===== src/rtl/chan_mux_rr.sv =====
// Registered N-channel valid/ready multiplexer with fixed-select or round-robin grant.
// Optional MUX_CH_TAG_EN adds out_ch, the source channel of the held word.
module chan_mux_rr #(
  parameter int unsigned NUM_CH = 4,
  parameter int unsigned DATA_W = 8,
  parameter int unsigned SEL_W  = $clog2(NUM_CH)
) (
  input  logic                     clk,
  input  logic                     rst_n,
  input  logic [NUM_CH*DATA_W-1:0] in_data,
  input  logic [NUM_CH-1:0]        in_valid,
  output logic [NUM_CH-1:0]        in_ready,
  input  logic                     mode,
  input  logic [SEL_W-1:0]         sel,
  input  logic                     out_ready,
  output logic                     out_valid,
  output logic [DATA_W-1:0]        out_data
`ifdef MUX_CH_TAG_EN
  ,
  output logic [SEL_W-1:0]         out_ch
`endif
);

  localparam int unsigned CNT_W = SEL_W + 1;

  typedef enum logic {
    ST_EMPTY = 1'b0,
    ST_FULL  = 1'b1
  } state_e;

  state_e              state_q, state_d;
  logic [DATA_W-1:0]   data_q, data_d;
  logic [SEL_W-1:0]    rr_ptr_q, rr_ptr_d;
`ifdef MUX_CH_TAG_EN
  logic [SEL_W-1:0]    ch_q, ch_d;
`endif

  logic                slot_free;
  logic                sel_ok;
  logic                grant_vld;
  logic [SEL_W-1:0]    grant_idx;
  logic [CNT_W-1:0]    cand;
  logic [NUM_CH-1:0]   grant_oh;
  logic [DATA_W-1:0]   grant_data;
  logic                xfer;

  // Grant index: external select (range-checked) or first valid channel from rr_ptr.
  always_comb begin
    sel_ok    = 1'b0;
    grant_vld = 1'b0;
    grant_idx = '0;
    cand      = '0;
    for (int unsigned i = 0; i < NUM_CH; i++) begin
      if (sel == SEL_W'(i)) sel_ok = 1'b1;
    end
    if (!mode) begin
      if (sel_ok) begin
        grant_vld = 1'b1;
        grant_idx = sel;
      end
    end else begin
      for (int unsigned k = 0; k < NUM_CH; k++) begin
        cand = {1'b0, rr_ptr_q} + CNT_W'(k);
        if (cand >= CNT_W'(NUM_CH)) cand = cand - CNT_W'(NUM_CH);
        if (!grant_vld && in_valid[cand[SEL_W-1:0]]) begin
          grant_vld = 1'b1;
          grant_idx = cand[SEL_W-1:0];
        end
      end
    end
  end

  // One-hot grant and the granted channel's data.
  always_comb begin
    grant_oh   = '0;
    grant_data = '0;
    for (int unsigned i = 0; i < NUM_CH; i++) begin
      if (grant_vld && (grant_idx == SEL_W'(i))) begin
        grant_oh[i] = 1'b1;
        grant_data  = in_data[i*DATA_W +: DATA_W];
      end
    end
  end

  // The slot accepts a new word when empty or when the held word leaves this cycle.
  assign slot_free = (state_q == ST_EMPTY) || out_ready;
  assign in_ready  = slot_free ? grant_oh : '0;
  assign xfer      = |(in_ready & in_valid);

  // Slot FSM next-state and payload/pointer update.
  always_comb begin
    state_d  = state_q;
    data_d   = data_q;
    rr_ptr_d = rr_ptr_q;
`ifdef MUX_CH_TAG_EN
    ch_d     = ch_q;
`endif
    case (state_q)
      ST_EMPTY: if (xfer) state_d = ST_FULL;
      ST_FULL:  if (out_ready && !xfer) state_d = ST_EMPTY;
    endcase
    if (xfer) begin
      data_d = grant_data;
`ifdef MUX_CH_TAG_EN
      ch_d   = grant_idx;
`endif
      if (mode) begin
        rr_ptr_d = (grant_idx == SEL_W'(NUM_CH - 1)) ? '0 : grant_idx + SEL_W'(1);
      end
    end
  end

  always_ff @(posedge clk or negedge rst_n) begin
    if (!rst_n) begin
      state_q  <= ST_EMPTY;
      data_q   <= '0;
      rr_ptr_q <= '0;
`ifdef MUX_CH_TAG_EN
      ch_q     <= '0;
`endif
    end else begin
      state_q  <= state_d;
      data_q   <= data_d;
      rr_ptr_q <= rr_ptr_d;
`ifdef MUX_CH_TAG_EN
      ch_q     <= ch_d;
`endif
    end
  end

  assign out_valid = (state_q == ST_FULL);
  assign out_data  = data_q;
`ifdef MUX_CH_TAG_EN
  assign out_ch    = ch_q;
`endif

endmodule


===== config.mk =====
export PLATFORM = sky130hd
export DESIGN_NAME = chan_mux_rr
export DESIGN_NICKNAME = d
export VERILOG_FILES = /design/src/rtl/chan_mux_rr.sv
export SDC_FILE = /design/constraint.sdc
export NUM_CORES = 1
export LEC_CHECK = 0
export BUFFER_PORTS_ARGS = -buffer_cell sky130_fd_sc_hd__buf_4
export CELL_PAD_IN_SITES_DETAIL_PLACEMENT = 1
export CELL_PAD_IN_SITES_GLOBAL_PLACEMENT = 2
export CORE_ASPECT_RATIO = 1.4
export CORE_MARGIN = 8
export CORE_UTILIZATION = 25
export CTS_BUF_LIST = sky130_fd_sc_hd__clkbuf_2
export DETAILED_ROUTE_END_ITERATION = 10
export PLACE_DENSITY = 0.91
export SYNTH_ARGS = -nofsm -noshare
export SYNTH_HDL_FRONTEND = slang
export SYNTH_SLANG_ARGS = --single-unit

===== constraint.sdc =====
create_clock -name clk -period 3.3 [get_ports clk]
set_clock_uncertainty 0.05 [all_clocks]
set_input_delay 0.495 -clock clk [delete_from_list [all_inputs] [get_ports clk]]
set_output_delay 0.495 -clock clk [all_outputs]
set_load 0.1 [all_outputs]

==> flow_metrics.env, run 1 <==
export IMPL_grt_usage=0.121
export IMPL_grt_first_pass_wirelength_mm=5.49
export IMPL_endpoint_kind="primary output"
export IMPL_dp_hpwl_mm=2.87
export IMPL_seq_area_um2=275
export IMPL_timing_setup_tns_ns=0
export IMPL_start_util=0.262
export IMPL_grt_pass1_vias=1190
export IMPL_avgViaCountPerCell=5.09
export IMPL_rsz0062_at_grt="false"
export IMPL_insertion_delay_ns=0.26
export IMPL_cts_tree="built"
export IMPL_numPortBuffers=54
export IMPL_layout_min_cycle_time_ns=3.01
export IMPL_fin_crit_sh=0.914
export IMPL_htree_levels=1
export IMPL_worstPathMaxFanout=18
export IMPL_cts_root_buf="clkbuf_2"
export IMPL_dr_pass1_iters=4
export IMPL_gp_congestion=0.777
export IMPL_syn_inst=103
export IMPL_die_area_mm2=0.00577
export IMPL_syn_nets=149
export IMPL_instances_no_fill=196
export IMPL_coreArea_mm2=0.00341
export IMPL_vdd_ir_drop_max_mv=0.956
export IMPL_crit_start="rr_ptr_q[1]$_DFFE_PN0P_"
export IMPL_cap_violations=0
export IMPL_ant_nets=0
export IMPL_timing_final_ws_setup_ns=0.285
export IMPL_n_antenna_cell=0
export IMPL_dp_cells=191
export IMPL_yosysWarnings=0
export IMPL_dr_first_iter_drc_count=41
export IMPL_synthDistinctLibCells=29
export IMPL_crit_required_ns=2.75
export IMPL_fin_nets=203
export IMPL_fp_row_count=25
export IMPL_multi_input_area_um2=519
export IMPL_overflow=0
export IMPL_grt_start_max_net_pins=19
export IMPL_syn_to_final_growth_pct=48.7
export IMPL_wire_per_inst_um=17.2
export IMPL_cts_sinks=11
export IMPL_wl_mm=3.36
export IMPL_cts_setup_buffers=0
export IMPL_crit_arrival_ns=2.47
export IMPL_setup_worst_path_class="reg -> out"
export IMPL_layout_drive_gt1_share=0.410
export IMPL_postSynthAreaPerCell_um2=8.67
export IMPL_cts_buffers=3
export IMPL_drc=0
export IMPL_hold_viol_final=0
export IMPL_setup_violations=0
export IMPL_worstHoldStart="in_data[24]"
export IMPL_path_clk_slew_ns=0.11
export IMPL_nFillCells=426
export IMPL_antenna_found_initial=0
export IMPL_fmax_mhz=332
export IMPL_maxSlewHeadroom=0.617
export IMPL_outcome="finished clean"
export IMPL_dieHeight_um=86.7
export IMPL_drv_slew=0
export IMPL_hold_path_class="in -> reg"
export IMPL_startpoint_type="flip-flop"
export IMPL_syn_cell_area_um2=893
export IMPL_r2r_start="rr_ptr_q[1]$_DFFE_PN0P_"
export IMPL_synth_seq_cells=11
export IMPL_p_leak_uw=0.000655
export IMPL_tightest_slew_ns=0.575
export IMPL_die_w_um=66.5
export IMPL_vias=997
export IMPL_pwr_density_cell_mw_per_mm2=983
export IMPL_place_ws_ns=0.344
export IMPL_synth_seq_area_share=0.308
export IMPL_ios=55
export IMPL_clock_path_buffers=2
cell families (layout without fill, tap and decap cells):
kind of cell | Yosys count | count (layout) | share of synthesized area
compound gates | 38 | 38 | 0.338
simple gates | 31 | 31 | 0.164
buf+inv | 17 | 70 | 0.111
flops | 11 | 11 | 0.308
fa+ha+maj | 4 | 4 | 0.0560
mux | 2 | 2 | 0.0238
metrics by stage:
step                      area [um^2]   util  hold slack [ns]  total power [uW]
final                            1330  0.390            0.450              1310
after detailed placement         1300  0.381            0.290              1240
after CTS                        1330  0.390            0.429              1320
after floorplan                   893      -            0.149              1010
after global placement           1300  0.381            0.284              1220
after global routing             1330  0.390            0.423              1380
path summary, 6_finish.rpt:
check                                          end  slack, ns  cells past startpoint
min reg2reg                out_data[2]$_DFFE_PN0P_       0.51                      2
max reg2reg                out_data[6]$_DFFE_PN0P_       0.50                      9
max in group asynchronous  out_data[6]$_DFFE_PN0P_       2.51                      2
min in group asynchronous  out_data[5]$_DFFE_PN0P_       0.53                      2
max                                    in_ready[2]       0.29                      7
min                        out_data[0]$_DFFE_PN0P_       0.45                      3
cell usage in the layout (no fill, tap or decap):
| cell | count |
|---|---|
| buf_4 | 56 |
| dfrtp_1 | 11 |
| nor2_1 | 10 |
| inv_1 | 9 |
| nand2_1 | 9 |
| a31oi_1 | 8 |
| a221oi_1 | 8 |
| a211o_1 | 8 |
| a21oi_1 | 5 |
| and2_1 | 4 |
| ha_1 | 4 |
| clkbuf_2 | 4 |
| nor2b_1 | 3 |
| nand2b_1 | 2 |
| a21o_1 | 2 |
| mux2i_1 | 1 |
| a221o_1 | 1 |
| a211oi_2 | 1 |
| nor3b_1 | 1 |
| a211oi_1 | 1 |
| nor3_1 | 1 |
| a22oi_2 | 1 |
| a22oi_1 | 1 |
| a21oi_2 | 1 |
| or2_1 | 1 |
| a31oi_2 | 1 |
| mux2_1 | 1 |
| dlygate4sd3_1 | 1 |
power breakdown:
group / total [uW] / switching, uW / internal [uW]
registers: 257 / 54.1 / 203
clock network: 77.7 / 45.5 / 32.2
logic: 971 / 714 / 258
final cells by class:
cell class,count,share of cell area
repair buffers,57,0.324
clock buffers,4,0.0151
well taps,40,0.0377
inverters,9,0.0254
flip-flops and latches,11,0.207
multi-input cells,75,0.391
worst max-delay path, stage by stage (launching register included):
cell      delay (ns)
dfrtp_1         0.47
nor3b_1         0.25
a211oi_1        0.08
nor3_1          0.23
a21o_1          0.15
ha_1            0.52
and2_1          0.21
buf_4           0.29
timing repair:
item,in CTS,in global routing
hold buffers,1,0
gates resized for setup,0,0
hold endpoints to repair,11,0
flip-flops by register name (all words and copies together), names as in the netlist:
signal     cells
out_valid      1
out_data       8
rr_ptr_q       2
per-layer routing:
metal	vias to the layer above	share of wire	track usage
li1	483	-	-
met1	458	0.39	0.124
met2	50	0.49	0.201
met3	6	0.10	0.0671
met4	0	0.023	0.0390
met5	-	0	0
synthesized netlist by cell type:
library cell,number,area [um^2]
a211o_1,8,70.1
a31oi_1,8,50.1
dfrtp_1,11,275
nor3b_1,1,7.51
a22oi_1,1,7.51
mux2_1,1,11.3
and2_1,4,25.0
a221oi_1,8,70.1
nor3_1,1,5.00
a21oi_2,1,8.76
a221o_1,1,10.0
ha_1,4,50.1
mux2i_1,1,10.0
a21oi_1,5,25.0
nor2_1,10,37.5
nand2_1,9,33.8
inv_1,9,33.8
or2_1,1,6.26
a21o_1,2,15.0
a211oi_2,1,12.5
buf_4,3,22.5
clkbuf_1,1,3.75
nand2b_1,2,12.5
a31oi_2,1,12.5
buf_6,3,33.8
a211oi_1,1,7.51
buf_2,1,5.00
nor2b_1,3,18.8
a22oi_2,1,12.5
Power figures use the tool's default switching activity.
==> run 2: changes to the inputs <==
Settings changed: PLACE_DENSITY 0.91 to 0.84.
==> flow_metrics.env, run 2 (synthesized netlist as in run 1, its figures left out) <==
export IMPL_outcome="finished clean"
export IMPL_drv_slew=0
export IMPL_start_util=0.262
export IMPL_wire_per_inst_um=16.5
export IMPL_r2r_cells=9
export IMPL_cts_buffers=3
export IMPL_pwr_density_cell_mw_per_mm2=979
export IMPL_numPortBuffers=54
export IMPL_postPlaceCellArea_mm2=0.00130
export IMPL_hold_viol_final=0
export IMPL_fp_row_count=25
export IMPL_vdd_ir_drop_max_mv=0.738
export IMPL_syn_to_final_growth_pct=48.7
export IMPL_cp_slowest_cell="ha_1"
export IMPL_n_antenna_cell=0
export IMPL_nFillCells=430
export IMPL_crit_chain="nor3b_1 -> a211oi_1 -> nor3_1 -> a21o_1 -> ha_1 -> and2_1 -> buf_4"
export IMPL_htree_levels=1
export IMPL_fin_area_mm2=0.00133
export IMPL_setup_violations=0
export IMPL_setup_worst_path_class="reg -> out"
export IMPL_maxSlewHeadroom=0.604
export IMPL_endpoint_kind="primary output"
export IMPL_vias=1005
export IMPL_largest_reg_flops=8
export IMPL_grt_usage=0.117
export IMPL_layout_commonest_cell="buf_4"
export IMPL_instances_no_fill=196
export IMPL_wl_mm=3.24
export IMPL_dr_first_iter_drc_count=23
export IMPL_rr_endpoint="out_data[0]$_DFFE_PN0P_"
export IMPL_fmax_mhz=331
export IMPL_crit_family="simple AND/OR/NAND/NOR gates"
export IMPL_avgViaCountPerCell=5.13
export IMPL_mostFrequentLayoutCells="buf_4 (56), dfrtp_1 (11), nor2_1 (10), inv_1 (9), nand2_1 (9)"
export IMPL_clock_path_buffers=2
export IMPL_fin_nets=203
export IMPL_crit_required_ns=2.75
export IMPL_gp_congestion=0.794
export IMPL_path_buf_inv=1
export IMPL_tightest_slew_ns=0.592
export IMPL_dieHeight_um=86.7
export IMPL_fin_crit_sh=0.915
export IMPL_layout_drive_gt1_share=0.410
export IMPL_grt_first_pass_wirelength_mm=5.29
export IMPL_hold_path_class="in -> reg"
export IMPL_dp_cells=191
export IMPL_coreArea_mm2=0.00341
export IMPL_insertion_delay_ns=0.25
export IMPL_r2r_start="rr_ptr_q[1]$_DFFE_PN0P_"
export IMPL_slowest_delay_ns=0.52
export IMPL_cap_violations=0
export IMPL_cts_tree="built"
export IMPL_grt_start_max_net_pins=19
export IMPL_path_clk_slew_ns=0.10
export IMPL_power_uw=1300
export IMPL_die_w_um=66.5
export IMPL_p_leak_uw=0.000655
export IMPL_cts_root_buf="clkbuf_2"
export IMPL_crit_arrival_ns=2.47
export IMPL_cp_endpoint="in_ready[2]"
export IMPL_grt_pass1_vias=1166
export IMPL_overflow=0
export IMPL_worstSetupPathDepth=7
export IMPL_crit_start="rr_ptr_q[1]$_DFFE_PN0P_"
export IMPL_die_area_mm2=0.00577
export IMPL_dp_hpwl_mm=2.73
export IMPL_startpoint_type="flip-flop"
export IMPL_antenna_found_initial=0
export IMPL_ant_nets=0
export IMPL_worstPathMaxFanout=18
export IMPL_worstHoldStart="in_data[26]"
export IMPL_post_cts_resized=0
export IMPL_timing_setup_tns_ns=0
export IMPL_layout_min_cycle_time_ns=3.02
export IMPL_dr_pass1_iters=4
export IMPL_ios=55
export IMPL_drc=0
export IMPL_cts_sinks=11
export IMPL_rsz0062_at_grt="false"
export IMPL_r2r_setup_slack_ns=0.46
run 2: layout make-up:
class	count	area, um^2	share of cell area
inverters	9	33.8	0.0254
repair buffers	57	430	0.324
multi-input cells	75	519	0.391
flip-flops and latches	11	275	0.207
well taps	40	50.0	0.0377
clock buffers	4	20.0	0.0151
run 2: per-layer routing:
layer | part of all wire | up-vias | track usage
met5 | 0 | - | 0
met4 | 0.0052 | 0 | 0.0175
met3 | 0.10 | 2 | 0.0645
met2 | 0.51 | 50 | 0.210
met1 | 0.37 | 471 | 0.115
li1 | - | 482 | -
run 2: where the power goes:
part / switching (uW) / internal [uW]
clock: 42.6 / 32.2
sequential: 52.1 / 203
combinational: 714 / 257
total: 809 / 492
run 2: worst register-to-register path, stage by stage, from the launching register on:
cell	delay, ns
dfrtp_1	0.47
nor3b_1	0.28
a211oi_1	0.08
nor3_1	0.22
a21oi_1	0.11
ha_1	0.35
nor2b_1	0.54
a221oi_1	0.16
a211o_1	0.35
a31oi_1	0.18
run 2: repair_timing:
| item | in CTS | in global routing |
|---|---|---|
| hold buffers | 1 | 0 |
| buffers inserted | 0 | 0 |
| setup endpoints to repair | 0 | 0 |
| endpoints found under the hold margin | 11 | 0 |
run 2: metrics by stage:
| step | hold slack, ns | util | setup slack (ns) |
|---|---|---|---|
| 2_1_floorplan | 0.149 | - | 0.200 |
| 3_5_place_dp | 0.287 | 0.381 | 0.340 |
| 3_3_place_gp | 0.283 | 0.381 | 0.461 |
| 6_report | 0.457 | 0.390 | 0.282 |
| 4_1_cts | 0.438 | 0.390 | 0.261 |
| 5_1_grt | 0.433 | 0.390 | 0.0907 |
run 2: worst min-delay path by stage:
stage	end	slack, ns	cells past startpoint
2_1_floorplan	out_data[0]$_DFFE_PN0P_	0.15	0
4_1_cts	out_data[2]$_DFFE_PN0P_	0.44	3
5_1_grt	out_data[7]$_DFFE_PN0P_	0.43	3
6_report	out_data[2]$_DFFE_PN0P_	0.46	3
3_5_place_dp	out_valid$_DFF_PN0_	0.29	1
3_3_place_gp	out_valid$_DFF_PN0_	0.28	1
==> run 3: changes to the inputs <==
Settings changed: CELL_PAD_IN_SITES_DETAIL_PLACEMENT 1 to not set, CELL_PAD_IN_SITES_GLOBAL_PLACEMENT 2 to not set, CORE_UTILIZATION 25 to 47.
==> flow_metrics.env, run 3 (synthesized netlist as in run 1, its figures left out) <==
export IMPL_grt_usage=0.157
export IMPL_clock_path_buffers=2
export IMPL_rsz0062_at_grt="false"
export IMPL_coreArea_mm2=0.00178
export IMPL_fmax_mhz=334
export IMPL_cp_slowest_cell="ha_1"
export IMPL_layout_min_cycle_time_ns=2.99
export IMPL_overflow=0
export IMPL_dr_first_iter_drc_count=19
export IMPL_gp_congestion=0.949
export IMPL_ios=55
export IMPL_crit_arrival_ns=2.45
export IMPL_timing_setup_tns_ns=0
export IMPL_fp_row_count=18
export IMPL_cts_buffers=3
export IMPL_largest_reg_flops=8
export IMPL_cts_tree="built"
export IMPL_numPortBuffers=54
export IMPL_grt_first_pass_wirelength_mm=4.43
export IMPL_path_buf_inv=1
export IMPL_cts_setup_buffers=0
export IMPL_die_area_mm2=0.00357
export IMPL_worstPathMaxFanout=18
export IMPL_dp_cells=171
export IMPL_die_w_um=52.8
export IMPL_wl_mm=2.80
export IMPL_crit_top_cell="a21oi_1"
export IMPL_fin_nets=203
export IMPL_instances_no_fill=176
export IMPL_hold_viol_final=0
export IMPL_crit_required_ns=2.75
export IMPL_cts_sinks=11
export IMPL_mostFrequentLayoutCells="buf_4 (56), dfrtp_1 (11), nor2_1 (10), inv_1 (9), nand2_1 (9)"
export IMPL_grt_start_max_net_pins=19
export IMPL_path_clk_slew_ns=0.12
export IMPL_layout_drive_gt1_share=0.410
export IMPL_startpoint_type="flip-flop"
export IMPL_endpoint_kind="primary output"
export IMPL_dr_pass1_iters=4
export IMPL_start_util=0.502
export IMPL_htree_levels=1
export IMPL_syn_to_final_growth_pct=45.9
export IMPL_dieHeight_um=67.6
export IMPL_pwr_density_cell_mw_per_mm2=983
export IMPL_grt_pass1_vias=1042
export IMPL_cap_violations=0
export IMPL_fin_crit_sh=0.907
export IMPL_antenna_found_initial=0
export IMPL_tightest_slew_ns=0.549
export IMPL_cts_root_buf="clkbuf_2"
export IMPL_n_antenna_cell=0
export IMPL_insertion_delay_ns=0.26
export IMPL_drc=0
export IMPL_crit_chain="nand2b_1 -> a21oi_1 -> a211oi_2 -> a21oi_1 -> ha_1 -> and2_1 -> buf_4"
export IMPL_vias=993
export IMPL_maxSlewHeadroom=0.634
export IMPL_ant_nets=0
export IMPL_outcome="finished clean"
export IMPL_setup_worst_path_class="reg -> out"
export IMPL_drv_slew=0
export IMPL_dp_hpwl_mm=2.30
export IMPL_p_leak_uw=0.000655
export IMPL_vdd_ir_drop_max_mv=0.872
export IMPL_crit_family="adder cells"
export IMPL_setup_violations=0
export IMPL_slowest_delay_ns=0.54
export IMPL_avgViaCountPerCell=5.64
export IMPL_layout_commonest_cell="buf_4"
export IMPL_wire_per_inst_um=15.9
export IMPL_hold_path_class="in -> reg"
## run 3: changes by cell type in the layout (fill, tap and decap cells not counted), sizes merged
| cell | before | now |
|---|---|---|
| clkinv | 0 | 1 |
| clkbuf | 4 | 3 |
## run 3: layout make-up
type                       count  area (um^2)
inverter                       9         33.8
multi-input combinational     75          519
clock inverter                 1         5.00
sequential                    11          275
clock buffer                   3         15.0
fill                         152          475
timing repair buffer          57          430
tap                           20         25.0
## run 3: stage by stage
stage	hold slack, ns	util	total power [uW]	setup slack, ns	instance area [um^2]
after floorplan	0.149	-	1010	0.200	893
after global placement	0.279	0.716	1200	0.539	1270
after detailed placement	0.284	0.716	1210	0.453	1270
after CTS	0.432	0.733	1290	0.317	1300
after global routing	0.439	0.733	1340	0.164	1300
final	0.442	0.733	1280	0.307	1300
## run 3: where the power goes
part | switching (uW) | internal (uW)
Combinational | 695 | 256
Clock | 47.1 | 27.4
Sequential | 52.3 | 203
## run 3: tightest hold or removal path: cells and delay by family
kind / cells / cell delay [ns]
buffers and inverters: 1 / 0.11
AOI/OAI and AO/OA: 1 / 0.07
and+or+nand+nor: 1 / 0.05
## run 3: routing by layer
layer  share of wire  wire [um]  track usage  up-vias
met4          0.0029          8       0.0519        0
met1            0.38       1050        0.154      467
li1                -          -            -      483
met5               0          0            0        -
met3           0.060        168       0.0418        2
met2            0.56       1570        0.301       41
## run 3: what timing repair did
action	4_1_cts	5_1_grt
setup endpoints to repair	0	0
hold buffers	1	0
hold endpoints to repair	11	0
gates resized for setup	0	0
## run 3: worst paths after layout
path,slack [ns],cells after the start,end,from
min reg2reg,0.51,2,out_data[6]$_DFFE_PN0P_,out_data[6]$_DFFE_PN0P_
min in group asynchronous,0.54,2,rr_ptr_q[0]$_DFFE_PN0P_,rst_n
max in group asynchronous,2.51,2,out_data[0]$_DFFE_PN0P_,rst_n
max,0.31,7,in_ready[2],rr_ptr_q[1]$_DFFE_PN0P_
max reg2reg,0.59,9,out_data[0]$_DFFE_PN0P_,rr_ptr_q[1]$_DFFE_PN0P_
min,0.44,3,out_data[3]$_DFFE_PN0P_,in_data[27]
